<file path="src/rtl/rv32i_fetch_queue.sv">
// RV32I instruction-fetch stage: fetch PC, single-outstanding imem requests, prefetch queue.
// Optional performance counters are enabled with `define FETCH_PERF_CNT_EN.
module rv32i_fetch_queue #(
    parameter int unsigned     DPW       = 32,
    parameter int unsigned     ADW       = 32,
    parameter logic [ADW-1:0]  RESET_PC  = '0,
    parameter int unsigned     QDEPTH    = 4,
    parameter logic [DPW-1:0]  NOP_INSTR = 'h13
) (
    input  logic           clk,
    input  logic           rst,
    input  logic           flushF,
    input  logic [ADW-1:0] PCNext,
    input  logic           stallF,
    output logic           imem_req,
    output logic [ADW-1:0] imem_addr,
    input  logic           imem_ack,
    input  logic [DPW-1:0] imem_rdata,
    output logic           instr_valid,
    output logic [ADW-1:0] PCF,
    output logic [DPW-1:0] instr
`ifdef FETCH_PERF_CNT_EN
  , output logic [31:0]    perf_fetched,
    output logic [31:0]    perf_bubble
`endif
);

    localparam int unsigned PW = $clog2(QDEPTH);
    localparam int unsigned CW = PW + 1;

    typedef enum logic {IDLE, WAIT} state_t;

    state_t          state_q, state_d;
    logic [ADW-1:0]  fpc_q, fpc_d;
    logic [ADW-1:0]  addr_q, addr_d;
    logic            discard_q, discard_d;
    logic [PW-1:0]   wr_ptr_q, wr_ptr_d;
    logic [PW-1:0]   rd_ptr_q, rd_ptr_d;
    logic [CW-1:0]   count_q, count_d;
    logic [ADW-1:0]  pc_mem_q  [QDEPTH];
    logic [DPW-1:0]  dat_mem_q [QDEPTH];
    logic            push, pop;

    assign imem_req    = (state_q == WAIT);
    assign imem_addr   = addr_q;
    assign instr_valid = (count_q != '0);
    assign PCF         = instr_valid ? pc_mem_q[rd_ptr_q]  : fpc_q;
    assign instr       = instr_valid ? dat_mem_q[rd_ptr_q] : NOP_INSTR;

    always_comb begin
        state_d   = state_q;
        fpc_d     = fpc_q;
        addr_d    = addr_q;
        discard_d = discard_q;
        wr_ptr_d  = wr_ptr_q;
        rd_ptr_d  = rd_ptr_q;
        count_d   = count_q;
        push      = 1'b0;
        pop       = instr_valid && !stallF && !flushF;

        unique case (state_q)
            // A flush in IDLE defers issue one cycle so the new fpc is what goes out.
            IDLE: if (!flushF && count_q < CW'(QDEPTH)) begin
                state_d = WAIT;
                addr_d  = fpc_q;
            end
            WAIT: if (imem_ack) begin
                state_d   = IDLE;
                push      = !discard_q && !flushF;
                discard_d = 1'b0;
            end else if (flushF) begin
                discard_d = 1'b1;
            end
        endcase

        if (flushF) begin
            fpc_d    = PCNext & ~ADW'(3);
            rd_ptr_d = wr_ptr_q;
            count_d  = '0;
        end else begin
            if (push) begin
                fpc_d    = fpc_q + ADW'(4);
                wr_ptr_d = wr_ptr_q + PW'(1);
            end
            if (pop) begin
                rd_ptr_d = rd_ptr_q + PW'(1);
            end
            count_d = count_q + CW'(push) - CW'(pop);
        end
    end

    always_ff @(posedge clk) begin
        if (rst) begin
            state_q   <= IDLE;
            fpc_q     <= RESET_PC;
            addr_q    <= RESET_PC;
            discard_q <= 1'b0;
            wr_ptr_q  <= '0;
            rd_ptr_q  <= '0;
            count_q   <= '0;
        end else begin
            state_q   <= state_d;
            fpc_q     <= fpc_d;
            addr_q    <= addr_d;
            discard_q <= discard_d;
            wr_ptr_q  <= wr_ptr_d;
            rd_ptr_q  <= rd_ptr_d;
            count_q   <= count_d;
        end
    end

    // Pushed PC is the latched request address, which equals fpc whenever the word is kept.
    always_ff @(posedge clk) begin
        if (push) begin
            pc_mem_q[wr_ptr_q]  <= addr_q;
            dat_mem_q[wr_ptr_q] <= imem_rdata;
        end
    end

`ifdef FETCH_PERF_CNT_EN
    logic [31:0] perf_fetched_q, perf_bubble_q;

    always_ff @(posedge clk) begin
        if (rst) begin
            perf_fetched_q <= '0;
            perf_bubble_q  <= '0;
        end else begin
            if (pop && perf_fetched_q != '1) begin
                perf_fetched_q <= perf_fetched_q + 32'd1;
            end
            if (!instr_valid && !stallF && perf_bubble_q != '1) begin
                perf_bubble_q <= perf_bubble_q + 32'd1;
            end
        end
    end

    assign perf_fetched = perf_fetched_q;
    assign perf_bubble  = perf_bubble_q;
`endif

endmodule

</file>
<file path="config.mk">
export PLATFORM = sky130hd
export DESIGN_NAME = rv32i_fetch_queue
export DESIGN_NICKNAME = d
export VERILOG_FILES = /design/src/rtl/rv32i_fetch_queue.sv
export SDC_FILE = /design/constraint.sdc
export NUM_CORES = 1
export LEC_CHECK = 0
export ABC_AREA = 1
export CAP_MARGIN = 15
export CORE_UTILIZATION = 30
export DETAILED_ROUTE_END_ITERATION = 8
export SETUP_SLACK_MARGIN = 0.4
export SLEW_MARGIN = 10
export SYNTH_ARGS = -nofsm -noshare
export SYNTH_HDL_FRONTEND = slang
export SYNTH_SLANG_ARGS = --single-unit
</file>
<file path="constraint.sdc">
create_clock -name clk -period 7.3 [get_ports clk]
set_input_delay 0.73 -clock clk [delete_from_list [all_inputs] [get_ports clk]]
set_output_delay 0.73 -clock clk [all_outputs]
set_load 0.02 [all_outputs]
</file>
# Word level (Yosys, flattened, before mapping)
# Memory sizes are Yosys's and may differ from the RTL's. A register that Yosys moved wholly into a read port is not among the register bits.
# Cells that the tools add are included.
# classes
muxes	19
bitwise_logic	2
reduce_logical	15
n_lt_le_gt_ge	1
addsub	5
# ops
cell	n
$mux 32	4
$add 32x3->32 const B	1
$mux 2	6
$mux 1	8
$reduce_and 2->1	3
$reduce_bool 2->1	3
$add 2x1->2 const B	2
$logic_and 1x1->1	4
$add 3x1->3	1
$logic_not 1->1	3
$lt 3x3->1 const B	1
$reduce_bool 3->1	1
$sub 3x1->3	1
$not 1->1	2
$pmux 1 s2	1
$reduce_or 2->1	1
# totals
mem_bits_rw	256
register_bits	73
in_bits	69
mem_count	2
# mem_list
name	words	width	rd	rd_ports_with_merged_regs	write_ports	line	source
dat_mem_q	4	32	1	1	1	41	logic [DPW-1:0] dat_mem_q [QDEPTH];
pc_mem_q	4	32	1	1	1	40	logic [ADW-1:0] pc_mem_q [QDEPTH];

# Logic depth before layout (Yosys ltp)
# depth
depth_word	7
depth_mapped	10

# Worst setup path after synthesis
# Ideal clock, no wire load.
# synth_timing
kind	input to register
start	input flushF
end	memory dat_mem_q[0][0] (enable)
cell_stages	4
setup_ns	0.482
arrival_time_ns	3.737
path_buffers	1
setup_slack_ns	3.081
path_cell_list	nor2_1 -> nand2_2 -> buf_2 -> nor2_1
# synth_between
elab_chain_cells	6
# synth_rtl
element	line	source
start: declaration	12	input logic flushF,
$logic_not 1->1	69	push = !discard_q && !flushF;
$logic_and 1x1->1	69	
$mux 1	67	WAIT: if (imem_ack) begin
$mux 1	61	unique case (state_q)
$mux 1	114	if (push) begin
$mux 1 (implied by the code)	116	dat_mem_q[wr_ptr_q] <= imem_rdata;
end: declaration	41	
# No other way between the ends.

==> results by group <==
Setup path
  • CP endpoint kind: output port
  • Flop-to-flop setup slack: between 4 and 5 ns
  • WP data arrival: between 3 and 4 ns
  • Critical path's slowest cell: dfxtp_4
  • Startpoint Class: register
  • Crit Reg-Reg Endpoint: dat_mem_q[3][30]
  • Cell family with most CP delay: buffers and inverters
  • Crit Path Max Fanout: 86
  • Buf+Inv Stages, Crit Path: 3
  • Critical path depth in cells: 7
  • Setup CP Type: reg -> out
  • Worst EP required: ~6.6 ns
  • CP Capture Point: PCF[22]
  • Worst reg2reg path startpoint: imem_req
  • CP peak stage delay: ~0.72 ns
  • Crit path top cell by count: o21ai_1
  • Crit-path cells: clkinv_2 > buf_4 > o21ai_1 > o22ai_1 > nand2_1 > o21ai_1 > clkdlybuf4s50_1
  • R2R depth: 5

Power
  • Worst vdd ir: around 130 µV
  • Leak pwr: around 0.0056 µW
  • Pwr/cell area: between 200 and 250 nW/µm²
  • Tot Pwr: about 4100 µW

Finish
  • Nets: between 1000 and 1500
  • Layout cells sized above 1: 7.71%
  • Final core occ: between 30% and 40%
  • Area added between synthesis and finish: 24.7%
  • Antenna cell count: 0

Drt
  • DRT Pass-1 Iters: 5
  • DRT iter0 DRCs: 718
  • Drt drc: 0
  • Via-to-Cell Ratio: roughly 4.7
  • DRT antenna net count: 0
  • Post-Route WL: between 30 and 40 mm
  • Wire per inst: approximately 17 µm
  • Vias: 9605

Logic synthesis
  • Cells after synthesis: around 1300
  • Synth Register Bits: around 320
  • Synth top area cells: edfxtp_1 56%, dfxtp_1 11%, nor2_1 6.3%
  • Post-synth top area share: 55.9%
  • Commonest cells in the netlist: 248 x edfxtp_1, 224 x nor2_1, 144 x nand2_1, 122 x o21ai_0, 93 x o21ai_1
  • Asr flop ratio synth: 0%
  • Post-synth EDFFs: 248
  • Yosys warnings: 0
  • Post-synthesis cell area: 13300 µm²
  • Seq/Total Area, Yosys: 66.5%
  • Most frequent cell after synthesis: edfxtp_1
  • Top FF cell, synth: edfxtp_1
  • Synth cell types: 38
  • Cell taking the most area after synthesis: edfxtp_1
  • Mean Syn Cell Area: between 10 and 15 µm²

STA
  • Worst-margin pin slew: around 1.1 ns
  • Final hold violation count: 0
  • RSZ-0062 raised after global routing: no
  • Max-slew violations: 0
  • Worst Skew: ~0.027 ns
  • Setup-failing EPs final: 0
  • Max_slew headroom: 29.0%
  • Final TNS setup: 0 ns
  • Min Tclk post-route: 4.51 ns
  • Max Fclk: between 200 and 250 MHz
  • Final Cycle Share: between 60% and 70%

Floorplanning
  • Die X: about 210 µm
  • Starting Density: roughly 30%
  • Die area: between 40000 and 50000 µm²
  • Chip height: roughly 210 µm
  • Std cell rows: between 70 and 80
  • Core area: ~43000 µm²
  • I/O pins: roughly 170

Global route
  • Overall Global Routing Usage: around 15%
  • Largest net degree at the start of global routing: between 80 and 90
  • First-pass GRT wire length: 51.5 mm
  • GR peak layer: met2
  • Initial antenna violation count: 0
  • Total grt overflow: 0
  • GR Util met3: under 10%
  • Vias in the first global route: around 8800
  • Routing usage on met1: roughly 20%
  • M2 GR Usage: approximately 25%

Hold path
  • Worst min-delay path class: reg -> reg

Clocking
  • Total CTS buffers: 35
  • CTS Root Cell: clkbuf_16
  • # clock sinks: roughly 320
  • CTS tree: yes
  • Maximum clock path buffer count: 3
  • Post-CTS setup buffers: 0
  • Post-CTS sizing: 0
  • Clock Latency Late Sink: 0.54 ns
  • Htree depth: 2
  • CTS Hold Bufs: 0
  • Clock transition at path regs: about 0.06 ns

Run
  • Max-cap violations: 0

Placement
  • Dpl hpwl: about 21 mm
  • RePlAce Congestion: ~0.85
  • # port buffers: 160

Status
  • Status: finished clean
final cells by class:
type	instances	area (µm²)
timing repair buffer	175	1710
multi-input combinational	806	3880
fill	4262	26800
sequential	319	8870
inverter	77	295
clock buffer	43	906
clock inverter	20	223
tap	585	732
report_power, final:
group          leakage, µW  internal (µW)  switching, µW
registers          0.00285           2000           38.9
clock network     0.000551           1030            706
logic              0.00220            132            200
layout by cell type, fill, tap and decap left out, types with 3 or more instances in the layout:
master and count:
o22ai_1 31, o21ai_1 93, a31oi_1 5, clkbuf_16 35, clkinv_1 5, nor2_2 7
clkinv_2 8, nand2_2 10, o21ai_0 122, inv_2 5, clkbuf_1 8, dfxtp_1 69
nor2_4 11, a21oi_1 88, nand3_1 35, bufinv_16 4, clkdlybuf4s50_1 160, and2_1 3
xor2_1 4, nor2_1 220, buf_4 15, inv_1 70, conb_1 4, ha_1 7
o311ai_1 3, nor3_1 3, edfxtp_1 248, nand2_1 144
sequential cells by signal (all words and copies together) (netlist names), named ones only:
signal / count
imem_addr: 30
pc_mem_q: 120
wr_ptr_q: 2
rd_ptr_q: 2
dat_mem_q: 128
imem_req: 1
fpc_q: 30
count_q: 3
discard_q: 1
how the worst min path moves through the flow:
stage | startpoint | end | slack [ns] | cells past startpoint
finish | fpc_q[2] | fpc_q[2] | 0.50 | 2
global route | fpc_q[2] | fpc_q[2] | 0.52 | 2
CTS | fpc_q[2] | fpc_q[2] | 0.50 | 2
detailed placement | fpc_q[2] | fpc_q[2] | 0.49 | 2
global placement | fpc_q[2] | fpc_q[2] | 0.49 | 2
floorplan | fpc_q[2] | fpc_q[2] | 0.47 | 2
per-stage QoR:
stage | std cells | worst slack [ns] | hold WS, ns | instance area, µm²
after global routing | 2025 | 2.50 | 0.523 | 16600
after floorplan | 1276 | 3.08 | 0.472 | 13300
after global placement | 1962 | 3.34 | 0.491 | 15500
final | 2025 | 2.79 | 0.495 | 16600
after CTS | 2025 | 2.70 | 0.499 | 16600
after detailed placement | 1962 | 3.28 | 0.488 | 15500
worst register-to-register path: stages, from the launching register on:
cell and delay (ns):
dfxtp_1 0.44, nand2_1 0.10, inv_2 0.08, nand2_2 0.28
nor2_4 0.89, buf_4 0.67
cells by family after synthesis:
kind of cell | count (synthesis) | synth area share [%]
simple gates | 442 | 13.9
compound gates | 348 | 13.6
flops | 319 | 66.5
buf+inv | 151 | 4.79
fa+ha+maj | 8 | 0.807
xor+xnor | 4 | 0.263
other cells | 1 | 0.0281
layer usage:
metal	vias up	wire length (µm)
li1	4698	-
met1	4595	15400
met2	269	16800
met3	43	2060
met4	0	621
met5	-	0
Note: power is estimated with default switching activity, not from simulation.
==> RTL edit: new RTL, same settings <==
Build with the macro `FETCH_PERF_CNT_EN` defined.
--- a/src/rtl/rv32i_fetch_queue.sv
+++ b/src/rtl/rv32i_fetch_queue.sv
@@ -1,5 +1,7 @@
 // RV32I instruction-fetch stage: fetch PC, single-outstanding imem requests, prefetch queue.
 // Optional performance counters are enabled with `define FETCH_PERF_CNT_EN.
+`define FETCH_PERF_CNT_EN
+
 module rv32i_fetch_queue #(
     parameter int unsigned     DPW       = 32,
     parameter int unsigned     ADW       = 32,
Behaviour (old outputs only; new: perf_bubble and perf_fetched): unchanged (equiv_simple and equiv_induct, registers matched by name and starting in step).
==> RTL edit against the original RTL <==
- worst hold slack improved by 0.019 ns
- routed wire length rose by 47%
- critical endpoint is now PCF[14]
- combinational power rose by 8.1%
- synthesized area rose by 31%
- critical path type unchanged
- total power rose by 22%
- setup slack got worse by 0.11 ns
- largest cell class unchanged
- sequential cell count rose by 64
- cell area rose by 32%
==> RTL edit: results <==
[placement]
io_buffers = 224
dpl.cell_count = 2908
dp_hpwl_um = 33100

[grt]
grt_pass1_vias = 13800
antenna_found_initial = 19
grt_usage = 0.173
grt_pass1_wl_um = 80200
grt_start_max_net_pins = 85

[yosys]
yosysSeqAreaShare = 0.582
syn-instance-count = 1996
synth_commonest_cells = nand2_1 (463), nor2_1 (381), edfxtp_1 (248)
ys_top_cells_by_area = edfxtp_1 (43%), dfxtp_1 (15%), nand2_1 (10%)
synth_cell_type_count = 36

[clock_tree]
cts_made_buffers = 44

[worst_setup_path]
r2r-end = dat_mem_q[1][6]
timing.rr.start = imem_req
r2r_slack_ns = 4.29
crit_end = PCF[14]
cpPeakStageDelay_ns = 0.76

[power_and_ir_drop]
pg_seq_mw = 2.39
max-vdd-ir-drop_v = 0.000176
switching_power_mw = 1.19
leakagePower_nw = 7.37

[drt]
drt_iter0_drc = 957
via_per_inst = 4.74
wl_per_cell_um = 17.1

[run_status]
status = finished, final reports clean

[layout]
layoutNonFillerInstCount = 2994
layout-drive-gt1-share = 0.0660

[sta]
tightest_slew_ns = 1.13
-- RTL edit: worst min-delay path by stage --
stage / end / depth (start not counted) / slack [ns]
floorplan: fpc_q[2] / 2 / 0.47
CTS: pc_mem_q[2][28] / 0 / 0.51
global route: pc_mem_q[2][28] / 0 / 0.53
global placement: fpc_q[2] / 2 / 0.49
detailed placement: fpc_q[2] / 2 / 0.51
finish: fpc_q[2] / 2 / 0.51
-- RTL edit: area by class of cell --
type	count	area, sq um
Sequential cell	383	10200
Antenna cell	3	7.51
Fill cell	5759	35700
Inverter	132	497
Multi-Input combinational cell	1391	6400
Clock inverter	15	204
Clock buffer	67	1310
Timing Repair Buffer	238	2350
Tap cell	765	957
-- RTL edit: logic make-up (layout without fill, tap and decap cells) --
kind of cell             after synthesis  after routing  synth area share
AO/OA/AOI/OAI                        399            399             0.122
XOR/XNOR                              35             35            0.0176
adder cells (fa/ha/maj)               10             10           0.00760
buffers and inverters                225            452            0.0541
flip-flops                           383            383             0.582
other                                  1              7          0.000215
AND/OR/NAND/NOR                      943            943             0.217
-- RTL edit: worst max-delay path: cells and delay by family (launching register included) --
family,cells,cell delay [ns]
flops,1,0.76
simple gates,1,0.06
compound gates,3,0.58
buf+inv,3,1.82
-- RTL edit: through the flow --
stage	hold WS, ns	setup slack, ns	area [sq um]	util
detailed placement	0.508	2.66	20300	0.353
finish	0.514	2.68	21900	0.380
floorplan	0.473	2.85	17500	-
CTS	0.514	2.57	21900	0.380
global placement	0.487	2.66	20300	0.353
global route	0.528	2.33	21900	0.380
-- RTL edit: layer usage --
layer	vias to the layer above	track usage	wire length [um]
li1	7009	-	-
met1	6608	0.218	21600
met2	418	0.284	23900
met3	112	0.0499	4190
met4	32	0.0516	1260
met5	-	0	207
